===== src/rtl/tetris_game_ctrl.sv =====
// tetris_game_ctrl: sequences spawn/move/lock/line-clear and arbitrates player and gravity requests onto one check port.
// Optional TETRIS_SPEEDUP_EN adds a 0..3 level that halves the gravity period per step.
module tetris_game_ctrl #(
  parameter int GRAVITY_DIV = 25_000_000,
  parameter int CNT_W       = 32
) (
  input  logic        clk,
  input  logic        reset,
  input  logic        start,
  input  logic        btn_left,
  input  logic        btn_right,
  input  logic        btn_cw,
  input  logic        btn_ccw,
  input  logic        btn_drop,
  output logic        board_clr,
  output logic        spawn_req,
  input  logic        spawn_done,
  input  logic        spawn_ok,
  output logic        chk_valid,
  output logic [2:0]  chk_op,
  input  logic        chk_ready,
  input  logic        chk_done,
  input  logic        chk_ok,
  output logic        commit,
  output logic        lock,
  output logic [4:0]  row_idx,
  input  logic        row_full,
  output logic        shift_row,
  output logic [15:0] lines_cleared,
  output logic        game_over,
  output logic [2:0]  state
);
  typedef enum logic [2:0] {IDLE, SPAWN, ACTIVE, CHECK, COMMIT, LOCK, CLEAR, OVER} state_t;
  localparam logic [2:0] OP_DOWN = 3'd0, OP_LEFT = 3'd1, OP_RIGHT = 3'd2, OP_CW = 3'd3, OP_CCW = 3'd4;

  state_t          state_q;
  logic            grav_q, drop_q, cw_q, ccw_q, left_q, right_q, dropping_q, acc_q;
  logic            board_clr_q, spawn_req_q, chk_valid_q, commit_q, lock_q, game_over_q;
  logic [2:0]      op_q;
  logic [4:0]      row_q;
  logic [15:0]     lines_q;
  logic [CNT_W-1:0] cnt_q, period;
  logic            live, running, tick, any_flag;
  logic [2:0]      pick_op;

`ifdef TETRIS_SPEEDUP_EN
  logic [1:0] level_q;
  logic [3:0] tens_q;
  logic       lvl_up_q;
  assign period = CNT_W'(GRAVITY_DIV) >> level_q;
`else
  assign period = CNT_W'(GRAVITY_DIV);
`endif

  assign live     = state_q != IDLE && state_q != OVER;
  assign running  = state_q == ACTIVE || state_q == CHECK || state_q == COMMIT;
  assign tick     = running && cnt_q == period - 1'b1;
  assign any_flag = grav_q | drop_q | cw_q | ccw_q | left_q | right_q;
  assign pick_op  = (grav_q | drop_q) ? OP_DOWN : cw_q ? OP_CW : ccw_q ? OP_CCW : left_q ? OP_LEFT : OP_RIGHT;

  always_ff @(posedge clk or posedge reset) begin
    if (reset) begin
      state_q <= IDLE;
      {grav_q, drop_q, cw_q, ccw_q, left_q, right_q, dropping_q, acc_q} <= '0;
      {board_clr_q, spawn_req_q, chk_valid_q, commit_q, lock_q, game_over_q} <= '0;
      op_q    <= '0;
      row_q   <= '0;
      lines_q <= '0;
      cnt_q   <= '0;
`ifdef TETRIS_SPEEDUP_EN
      level_q  <= '0;
      tens_q   <= '0;
      lvl_up_q <= 1'b0;
`endif
    end else begin
      if (live) begin
        grav_q  <= grav_q | tick;
        drop_q  <= drop_q | btn_drop;
        cw_q    <= cw_q | btn_cw;
        ccw_q   <= ccw_q | btn_ccw;
        left_q  <= left_q | btn_left;
        right_q <= right_q | btn_right;
      end
      cnt_q <= (state_q == SPAWN || tick) ? '0 : running ? cnt_q + 1'b1 : cnt_q;
      case (state_q)
        IDLE, OVER: begin
          if (board_clr_q) begin
            board_clr_q <= 1'b0;
            game_over_q <= 1'b0;
            spawn_req_q <= 1'b1;
            state_q     <= SPAWN;
          end else if (start) begin
            board_clr_q <= 1'b1;
            lines_q     <= '0;
            {grav_q, drop_q, cw_q, ccw_q, left_q, right_q, dropping_q} <= '0;
`ifdef TETRIS_SPEEDUP_EN
            level_q  <= '0;
            tens_q   <= '0;
            lvl_up_q <= 1'b0;
`endif
          end
        end
        SPAWN: if (spawn_done) begin
          spawn_req_q <= 1'b0;
          game_over_q <= !spawn_ok;
          state_q     <= spawn_ok ? ACTIVE : OVER;
        end
        ACTIVE: if (any_flag) begin
          op_q        <= pick_op;
          dropping_q  <= !grav_q && drop_q;
          chk_valid_q <= 1'b1;
          acc_q       <= 1'b0;
          state_q     <= CHECK;
          if (grav_q) grav_q <= 1'b0;
          else if (drop_q) drop_q <= 1'b0;
          else if (cw_q) cw_q <= 1'b0;
          else if (ccw_q) ccw_q <= 1'b0;
          else if (left_q) left_q <= 1'b0;
          else right_q <= 1'b0;
        end
        // a result is only taken once the request has been accepted on an earlier edge
        CHECK: if (!acc_q) begin
          if (chk_ready) begin
            acc_q       <= 1'b1;
            chk_valid_q <= 1'b0;
          end
        end else if (chk_done) begin
          acc_q <= 1'b0;
          if (chk_ok) begin
            commit_q <= 1'b1;
            state_q  <= COMMIT;
          end else if (op_q == OP_DOWN) begin
            lock_q     <= 1'b1;
            dropping_q <= 1'b0;
            state_q    <= LOCK;
          end else begin
            state_q <= ACTIVE;
          end
        end
        COMMIT: begin
          commit_q    <= 1'b0;
          chk_valid_q <= dropping_q;
          state_q     <= dropping_q ? CHECK : ACTIVE;
        end
        LOCK: begin
          lock_q  <= 1'b0;
          {grav_q, drop_q, cw_q, ccw_q, left_q, right_q} <= '0;
          row_q   <= 5'd19;
          state_q <= CLEAR;
        end
        CLEAR: if (row_full) begin
          lines_q <= lines_q + 16'd1;
`ifdef TETRIS_SPEEDUP_EN
          tens_q <= tens_q == 4'd9 ? 4'd0 : tens_q + 4'd1;
          if (tens_q == 4'd9) lvl_up_q <= 1'b1;
`endif
        end else if (row_q == 5'd0) begin
          spawn_req_q <= 1'b1;
          state_q     <= SPAWN;
`ifdef TETRIS_SPEEDUP_EN
          lvl_up_q <= 1'b0;
          if (lvl_up_q && level_q != 2'd3) level_q <= level_q + 2'd1;
`endif
        end else begin
          row_q <= row_q - 5'd1;
        end
      endcase
    end
  end

  assign board_clr     = board_clr_q;
  assign spawn_req     = spawn_req_q;
  assign chk_valid     = chk_valid_q;
  assign chk_op        = op_q;
  assign commit        = commit_q;
  assign lock          = lock_q;
  assign row_idx       = row_q;
  assign shift_row     = state_q == CLEAR && row_full;
  assign lines_cleared = lines_q;
  assign game_over     = game_over_q;
  assign state         = state_q;
endmodule

===== config.mk =====
export PLATFORM = sky130hd
export DESIGN_NAME = tetris_game_ctrl
export DESIGN_NICKNAME = d
export VERILOG_FILES = /design/src/rtl/tetris_game_ctrl.sv
export SDC_FILE = /design/constraint.sdc
export NUM_CORES = 1
export LEC_CHECK = 0
export ABC_AREA = 1
export CORE_MARGIN = 2
export CORE_UTILIZATION = 46
export CTS_CLUSTER_DIAMETER = 150
export DETAILED_ROUTE_END_ITERATION = 10
export HOLD_SLACK_MARGIN = 0.12
export PLACE_DENSITY = 0.77
export SYNTH_ARGS = -nofsm -noshare
export SYNTH_HDL_FRONTEND = slang
export SYNTH_SLANG_ARGS = --single-unit

===== constraint.sdc =====
create_clock -name clk -period 3.9 [get_ports clk]
set_input_delay 0.78 -clock clk [delete_from_list [all_inputs] [get_ports clk]]
set_output_delay 0.78 -clock clk [all_outputs]
set_load 0.02 [all_outputs]

==> flow_summary.yaml, run 1 <==
status:
  status: "finished, final reports clean"
routing:
  drc: 0
  first_iter_violations: 188
  wl_per_cell_um: 12.75
  viasPerCell: 5.153
  num_vias: 4153
  dr.pass1.iters: 5
  ant_nets: 0
  wirelength_um: 10280
grt:
  grt_max_degree: 43
  grt_pass1_vias: 3939
  antenna_found_initial: 0
  grt_pass1_wl_um: 17630
  grtUsageTotal_pct: 20.96
  gr-total-overflow: 0
power:
  p_switching_mw: 1.296
  vdd_drop_max_mv: 0.3749
  leakage_nw: 2.447
  p_comb_share_pct: 44.3
  pwr-share-clk_pct: 19.6
  swShare_pct: 44.01
  p_int_mw: 1.649
  power_density_nw_per_um2: 561.3
  seqPwrFrac_pct: 36.0
clock_network:
  h-tree-depth: 3
  clk_path_buf_depth: 2
  post_cts_buffers: 0
  cts_buffers: 9
  clkSinkCount: 73
  clk_pin_slew_ns: 0.08
  cts-root-buf: "clkbuf_8"
  insertion_delay_ns: 0.35
  cts_tree: "built"
  holdBufCountCts: 0
  post_cts_resized: 0
placed_design:
  globalplace.congestion: 0.8836
  dp_slack_ns: 1.000
  io_buffers: 47
  dpl.hpwl_um: 7537
worst_setup_path:
  rr_startpoint: "state[0]"
  path_class: "reg -> out"
  cp_cell_sequence: "nand2_2 -> nor2_8 -> nand2_4 -> inv_1 -> clkdlybuf4s50_1"
  r2r_end: "cnt_q[24]"
  startpoint: "state[2]"
  cp_top_family: "buffers and inverters"
  crit_buf_inv: 2
  critPathMaxFanout: 17
  ff2ff_path_depth: 9
  required_ns: 3.12
  slowest_delay_ns: 0.62
  worst_ep_arrival_time_ns: 2.26
  endpoint_kind: "primary output"
  start_kind: "register"
  r2r_setup_slack_ns: 1.84
  crit_slowest_cell: "clkdlybuf4s50_1"
yosys:
  synth_cells: 620
  synthAdderAreaFrac_pct: 1.114
  synth-xor-area-share_pct: 2.533
  synth.area.top_cells: "dfrtp_1 41%, nand2_1 11%, nor2_1 7.9%, inv_1 6.5%, nand3_1 6.2%"
  synth-seq-cells: 73
  ys_async_sr_fraction_pct: 100.0
  synth-seq-area-share_pct: 40.65
  syn_nets: 638
  syn_avg_cell_area_um2: 7.249
  synth_top_family_by_area: "simple AND/OR/NAND/NOR gates"
  synth_top_cell_by_area: "dfrtp_1"
  synth_top_cell_area_share_pct: 40.65
  synth.area.mux_share_pct: 0
  ys_warn_count: 0
  synth_ff_type: "dfrtp_1"
  synth_simple_gate_area_share_pct: 37.44
  yosysUniqueCellTypes: 36
  synth_compound_area_share_pct: 8.797
  syn_area_um2: 4494
  synth_edf_count: 0
floorplan:
  start_util_pct: 46.63
  fp.dieH_um: 102.8
  rows: 36
  die_w_um: 102.8
  die-area_um2: 10580
  ioPinCount: 48
  core-area_um2: 9639
final_layout:
  utilization_pct: 54.43
  final_nets: 686
  drive_gt1_share_pct: 8.618
  area_growth_pct: 16.73
  n_antenna_cell: 0
timing:
  hold_violations: 0
  fin_worst_skew_ns: 0.01177
  fin_crit_ns: 3.042
  tns_ns: 0
  maxSlewHeadroom_pct: 40.24
  worst_pin_slew_ns: 0.8952
  max_clock_freq_mhz: 328.8
  slew_viol_final: 0
  finalCritPeriodShare_pct: 77.99
  final.setup.worst_slack_ns: 0.8584
  rsz0062_at_grt: "no"
  setup_viol: 0
worst_hold_path:
  hold-path-cell-count: 2
  hp-start: "chk_valid"
  min_path_type: "reg -> reg"
  hold_end: "chk_valid"
job:
  cap_viol_max_count: 0
-- placed cells by master (no fill, tap or decap) --
cell type / n
a21oi_1: 27
a21oi_4: 1
a31oi_1: 4
buf_12: 1
bufinv_16: 1
clkbuf_1: 2
clkbuf_8: 9
clkdlybuf4s50_1: 47
clkinv_2: 2
clkinv_4: 1
clkinvlp_4: 1
dfrtp_1: 73
ha_1: 4
inv_1: 77
inv_2: 10
inv_4: 1
nand2_1: 133
nand2_2: 9
nand2_4: 3
nand3_1: 56
nand3_2: 3
nand3_4: 1
nand3b_1: 2
nand4_1: 29
nor2_1: 95
nor2_2: 6
nor2_4: 3
nor2_8: 2
nor3_1: 11
nor3b_1: 2
o211ai_1: 1
o21ai_0: 26
o21ai_1: 4
o21ai_2: 1
o21bai_1: 4
o31ai_1: 3
or2_1: 2
or2_2: 3
xnor2_1: 1
xor2_1: 12
-- worst max-delay path by stage --
stage	depth (start not counted)	slack, ns	to
5_1_grt	5	0.72	shift_row
4_1_cts	5	0.84	shift_row
3_3_place_gp	4	1.01	shift_row
2_1_floorplan	1	1.27	acc_q
3_5_place_dp	4	1.00	shift_row
6_report	5	0.86	shift_row
-- cells by family after synthesis --
| group | count (synthesis) |
|---|---|
| buf+inv | 99 |
| fa+ha+maj | 4 |
| simple gates | 360 |
| compound gates | 71 |
| flops | 73 |
| xor+xnor | 13 |
-- registers in the layout, indices dropped and copies added (netlist names), 3 cells and up --
| name | count |
|---|---|
| cnt_q | 32 |
| state | 3 |
| chk_op | 3 |
| row_idx | 5 |
| lines_cleared | 16 |
-- cell type report --
cell class / count / area, um2
repair buffers: 48 / 490.5
clock buffers: 11 / 131.4
well taps: 133 / 166.4
flip-flops and latches: 73 / 1827
fillers: 936 / 4393
clock inverters: 5 / 56.30
multi-input cells: 448 / 2242
inverters: 88 / 332.8
-- cells in the mapped netlist, types with 6 or more instances --
cell type  count
nand3_1       56
xor2_1        12
nor2_2         6
nor2_1        95
nand2_2        9
o21ai_0       26
nand2_1      133
nor3_1        11
nand4_1       29
dfrtp_1       73
inv_2          9
inv_1         78
a21oi_1       27
-- worst min-delay path, delay by kind of cell (launching register included) --
| kind | cells | cell delay [ns] |
|---|---|---|
| AO/OA/AOI/OAI | 1 | 0.06 |
| flip-flops | 1 | 0.35 |
| AND/OR/NAND/NOR | 1 | 0.05 |
-- layer usage --
metal	up-vias	GRT usage, %	wire length (um)
met5	-	0	0
met1	1946	26.51	4569
met3	19	4.339	477
li1	2098	-	-
met4	0	7.895	186
met2	90	35.50	5044
-- power groups by stage --
| stage | clock network [mW] | logic [mW] | registers, mW |
|---|---|---|---|
| 6_report | 0.578 | 1.31 | 1.06 |
| 5_1_grt | 0.628 | 1.46 | 1.08 |
| 4_1_cts | 0.595 | 1.32 | 1.06 |
| 3_5_place_dp | 0 | 1.31 | 1.07 |
| 3_3_place_gp | 0 | 1.28 | 1.06 |
| 2_1_floorplan | 0 | 0.924 | 1.11 |
-- stage by stage --
stage / cell area, um2 / hold slack [ns] / power, mW / std cells
5_1_grt: 5246 / 0.5173 / 3.175 / 806
6_report: 5246 / 0.4900 / 2.945 / 806
3_5_place_dp: 5059 / 0.4721 / 2.386 / 790
3_3_place_gp: 5059 / 0.4633 / 2.341 / 790
2_1_floorplan: 4494 / 0.4421 / 2.038 / 620
4_1_cts: 5246 / 0.4818 / 2.973 / 806
Note: power is estimated with default switching activity, not from simulation.
==> run 2, diff against run 1 <==
==> constraint.sdc (replaced) <==
create_clock -name clk -period 2.8 [get_ports clk]
set_input_delay 0.56 -clock clk [delete_from_list [all_inputs] [get_ports clk]]
set_output_delay 0.56 -clock clk [all_outputs]
set_load 0.02 [all_outputs]
==> run 2 against run 1 <==
  * Total power rose by 45%
  * Register-to-register slack lost 1.1 ns
  * Die area unchanged
  * Via count shrank 0.36%
  * Critical path depth is 1 lower
  * Sequential cell count stayed put
  * Routed wire length grew 0.19%
  * Cell count grew 0.25%
  * Critical path type unchanged
  * Highest routed layer unchanged
==> flow_summary.yaml, run 2 (synthesis results as in run 1) <==
status:
  status: "finished, final reports clean"
clock_network:
  cts-root-buf: "clkbuf_8"
  holdBufCountCts: 0
  clkSinkCount: 73
  insertion_delay_ns: 0.36
  clk_path_buf_depth: 2
  cts_buffers: 9
  h-tree-depth: 3
  cts_tree: "built"
  post_cts_buffers: 0
  clk_pin_slew_ns: 0.07
worst_setup_path:
  path_class: "reg -> out"
  ff2ff_path_depth: 8
  critPathMaxFanout: 17
  crit_slowest_cell: "clkdlybuf4s50_1"
  r2r_end: "cnt_q[24]"
  rr_startpoint: "state[0]"
  slowest_delay_ns: 0.62
  required_ns: 2.24
  r2r_setup_slack_ns: 0.74
  worst_ep_arrival_time_ns: 2.14
  cp_top_family: "buffers and inverters"
  cp_cell_sequence: "nor2_8 -> nand2_4 -> inv_1 -> clkdlybuf4s50_1"
  crit_buf_inv: 2
  start_kind: "register"
  endpoint_kind: "primary output"
floorplan:
  start_util_pct: 46.63
  die_w_um: 102.8
  core-area_um2: 9639
  ioPinCount: 48
  die-area_um2: 10580
  rows: 36
  fp.dieH_um: 102.8
timing:
  worst_pin_slew_ns: 0.6327
  finalCritPeriodShare_pct: 96.35
  max_clock_freq_mhz: 370.7
  fin_crit_ns: 2.698
  rsz0062_at_grt: "no"
  slew_viol_final: 0
  tns_ns: 0
  fin_worst_skew_ns: 0.008064
  final.setup.worst_slack_ns: 0.1023
  maxSlewHeadroom_pct: 57.76
  setup_viol: 0
  hold_violations: 0
routing:
  viasPerCell: 5.121
  wl_per_cell_um: 12.74
  wirelength_um: 10300
  wl_met1_um: 4683
  drc: 0
  met3_length_um: 422
  route.top_layer_used: "met4"
  ant_nets: 0
  dr.pass1.iters: 4
  first_iter_violations: 201
  met2_length_um: 5049
  num_vias: 4138
final_layout:
  final_cell_mix: "133 x nand2_1, 95 x nor2_1, 77 x inv_1"
  largest_register_ffs: 32
  design_area_um2: 5304
  regMostFlops: "cnt_q"
  area_growth_pct: 18.01
  final_nets: 688
  n_antenna_cell: 0
  layout_commonest_cell: "nand2_1"
  drive_gt1_share_pct: 9.333
  fillers: 957
power:
  leakage_nw: 2.478
  vdd_drop_max_mv: 0.5239
  power_density_nw_per_um2: 806.6
  power_mw: 4.278
grt:
  gr-total-overflow: 0
  grt_max_degree: 37
  antenna_found_initial: 0
  grt_pass1_vias: 3943
  grtUsageTotal_pct: 20.78
  grt_pass1_wl_um: 17550
placed_design:
  globalplace.congestion: 0.8643
  io_buffers: 47
  dpl.hpwl_um: 7522
  placed_area_um2: 5074
  dp_slack_ns: 0.3332
worst_hold_path:
  hp-start: "game_over"
  min_path_type: "reg -> reg"
  hold-path-cell-count: 2
  hold_end: "game_over"
job:
  cap_viol_max_count: 0
run 2: changes by cell type in the layout (fill, tap and decap cells not counted), sizes merged:
cell | previous run | this run
buf | 1 | 3
bufinv | 1 | 2
clkinv | 3 | 2
run 2: worst max path at each step:
stage	endpoint	startpoint	depth (start not counted)	slack, ns
after floorplan	acc_q	reset	1	0.39
final	shift_row	state[0]	4	0.10
after global routing	shift_row	state[0]	4	0.05
after detailed placement	shift_row	row_full	4	0.33
after CTS	shift_row	state[1]	5	0.01
after global placement	shift_row	row_full	4	0.35
run 2: final cells by class:
type                    count  area, um2  share of cell area [%]
well taps                 133      166.4                   3.138
repair buffers             50      505.5                   9.531
clock inverters             5      77.57                   1.463
inverters                  88      332.8                   6.275
clock buffers              11      151.4                   2.854
flip-flops and latches     73       1828                   34.47
multi-input cells         448       2242                   42.27
run 2: per-layer routing:
metal  GRT usage, %  vias to the layer above
li1               -                     2103
met1          25.97                     1931
met2          36.25                       93
met3          3.932                       11
met4          6.984                        0
met5              0                        -
run 2: what timing repair did:
item,CTS,global route
hold endpoints to repair,0,0
setup endpoints to repair,0,1
resized for setup,0,1
run 2: worst register-to-register path: stages (launching register included):
cell and delay [ns]:
dfrtp_1 0.57, nor2_2 0.17, nand2_2 0.07, nand2_2 0.35, inv_2 0.15, nand2_2 0.30
nand4_1 0.18, nor2_1 0.13, nor2_1 0.05
run 2: stage by stage:
step / hold WS, ns / util (%) / instances
floorplan: 0.4421 / - / 620
global placement: 0.4681 / 52.64 / 792
detailed placement: 0.4798 / 52.64 / 792
CTS: 0.5017 / 55.01 / 808
global route: 0.5201 / 55.02 / 808
finish: 0.5005 / 55.02 / 808
run 2: report_power, final:
group	leakage [nW]	switching, mW	internal [mW]
combinational	1.39	1.22	0.642
sequential	0.972	0.213	1.25
clock	0.115	0.407	0.547
total	2.48	1.84	2.44
==> run 3, diff against run 2 <==
--- a/config.mk
+++ b/config.mk
@@ -6,12 +6,13 @@
 export NUM_CORES = 1
 export LEC_CHECK = 0
 export ABC_AREA = 1
+export CAP_MARGIN = 25
 export CORE_MARGIN = 2
-export CORE_UTILIZATION = 46
+export CORE_UTILIZATION = 55
 export CTS_CLUSTER_DIAMETER = 150
 export DETAILED_ROUTE_END_ITERATION = 10
 export HOLD_SLACK_MARGIN = 0.12
-export PLACE_DENSITY = 0.77
+export PLACE_DENSITY = 0.88
 export SYNTH_ARGS = -nofsm -noshare
 export SYNTH_HDL_FRONTEND = slang
 export SYNTH_SLANG_ARGS = --single-unit
==> constraint.sdc (replaced) <==
create_clock -name clk -period 2.9 [get_ports clk]
set_input_delay 0.58 -clock clk [delete_from_list [all_inputs] [get_ports clk]]
set_output_delay 0.58 -clock clk [all_outputs]
set_load 0.02 [all_outputs]
==> run 3 against run 2 <==
  * Die area down 16%
  * Worst hold slack worse by 0.0045 ns
  * Sequential share of layout area is 0.41 points higher
  * Non-clock buffer count unchanged
  * Worst setup slack better by 0.046 ns
  * Critical path type unchanged
  * Largest power group unchanged
==> flow_summary.yaml, run 3 (synthesis results as in run 1) <==
status:
  status: "finished, final reports clean"
grt:
  grt_pass1_wl_um: 18300
  gr-total-overflow: 0
  grtUsageTotal_pct: 25.58
  antenna_found_initial: 0
  grt_pass1_vias: 4208
  grt_max_degree: 34
power:
  vdd_drop_max_mv: 0.6522
  leakage_nw: 2.456
  power_density_nw_per_um2: 770.0
worst_setup_path:
  cp_top_family: "buffers and inverters"
  critPathMaxFanout: 17
  path_depth: 5
  endpoint_kind: "primary output"
  slowest_delay_ns: 0.62
  worst_ep_arrival_time_ns: 2.17
  r2r_setup_slack_ns: 0.82
  crit_path_end: "shift_row"
  cp_cell_sequence: "nand2_2 -> nor2_8 -> nand2_4 -> inv_1 -> clkdlybuf4s50_1"
  r2r_end: "cnt_q[19]"
  path_class: "reg -> out"
  crit_slowest_cell: "clkdlybuf4s50_1"
  ff2ff_path_depth: 8
  required_ns: 2.32
  rr_startpoint: "state[0]"
  crit_buf_inv: 2
  start_kind: "register"
  startpoint: "state[1]"
final_layout:
  n_antenna_cell: 0
  multi_input_area_um2: 2242
  largest_register_ffs: 32
  final_nets: 688
  layout_commonest_cell: "nand2_1"
  area_growth_pct: 16.54
  drive_gt1_share_pct: 9.185
  fillers: 649
  register_area_um2: 1827
  regMostFlops: "cnt_q"
  final_cell_mix: "133 x nand2_1, 95 x nor2_1, 77 x inv_1"
clock_network:
  cts-root-buf: "clkbuf_8"
  holdBufCountCts: 0
  post_cts_resized: 0
  cts_buffers: 9
  clkSinkCount: 73
  post_cts_buffers: 0
  cts_tree: "built"
  insertion_delay_ns: 0.35
  clk_pin_slew_ns: 0.08
  clk_path_buf_depth: 2
  h-tree-depth: 3
worst_hold_path:
  min_path_type: "reg -> reg"
timing:
  maxSlewHeadroom_pct: 57.33
  max_clock_freq_mhz: 363.4
  final.setup.worst_slack_ns: 0.1479
  tns_ns: 0
  finalCritPeriodShare_pct: 94.90
  setup_viol: 0
  rsz0062_at_grt: "no"
  hold_violations: 0
  fin_worst_skew_ns: 0.006740
  fin_crit_ns: 2.752
  slew_viol_final: 0
  worst_pin_slew_ns: 0.6391
routing:
  wirelength_um: 10450
  viasPerCell: 5.514
  num_vias: 4284
  drc: 0
  ant_nets: 0
  dr.pass1.iters: 5
  wl_per_cell_um: 13.45
  first_iter_violations: 233
floorplan:
  die_w_um: 94.40
  fp.dieH_um: 94.40
  ioPinCount: 48
  core-area_um2: 7807
  start_util_pct: 57.56
  rows: 32
  die-area_um2: 8910
placed_design:
  globalplace.congestion: 0.9172
  io_buffers: 47
  dp_slack_ns: 0.4176
  dpl.hpwl_um: 7560
job:
  cap_viol_max_count: 0
==> run 3: changes by cell type in the layout (fill, tap and decap cells not counted) <==
| cell | previous run | this run |
|---|---|---|
| bufinv_16 | 2 | 1 |
| inv_6 | 0 | 2 |
| dfrtp_2 | 1 | 0 |
| dfrtp_1 | 72 | 73 |
| clkinv_4 | 0 | 1 |
| clkinvlp_4 | 1 | 3 |
| clkinv_2 | 2 | 0 |
| clkbuf_8 | 11 | 9 |
==> run 3: worst register-to-register path: cells and delay by family, from the launching register on <==
kind,cells,cell delay (ns)
simple gates,8,1.43
flops,1,0.56
==> run 3: power breakdown <==
part | leakage [nW] | internal (mW) | total [mW] | switching, mW
sequential | 0.973 | 1.21 | 1.42 | 0.207
clock | 0.0925 | 0.404 | 0.825 | 0.421
combinational | 1.39 | 0.619 | 1.79 | 1.17
==> run 3: layer usage <==
layer  vias to the layer above  part of all wire, %  global-route usage, %
met2                       149                   50                  44.82
met1                      2008                   43                  32.39
met3                        19                  5.2                  3.113
met4                         0                  1.5                  9.783
li1                       2108                    -                      -
met5                         -                    0                      0
==> run 3: cell type report <==
class,instances,area share [%]
multi-input combinational,448,42.81
sequential,73,34.88
timing repair buffer,50,9.651
inverter,88,6.355
tap,102,2.437
clock buffer,9,2.365
clock inverter,7,1.505
==> run 3: through the flow <==
stage	hold slack [ns]	area [um2]	power, mW	utilization, %	instances
2_1_floorplan	0.4421	4494	2.740	-	620
3_3_place_gp	0.4615	5035	3.139	64.49	761
3_5_place_dp	0.4711	5035	3.194	64.49	761
4_1_cts	0.5052	5238	4.041	67.08	777
5_1_grt	0.5216	5238	4.323	67.08	777
6_report	0.4960	5238	4.033	67.08	777
==> run 3: how the worst min path moves through the flow <==
stage                     startpoint          to  slack [ns]  depth (start not counted)
final                      chk_valid   chk_valid        0.50                          2
after global routing       chk_valid   chk_valid        0.52                          2
after CTS                  chk_valid   chk_valid        0.51                          2
after detailed placement  dropping_q  dropping_q        0.47                          2
after global placement    dropping_q  dropping_q        0.46                          2
after floorplan           dropping_q  dropping_q        0.44                          2
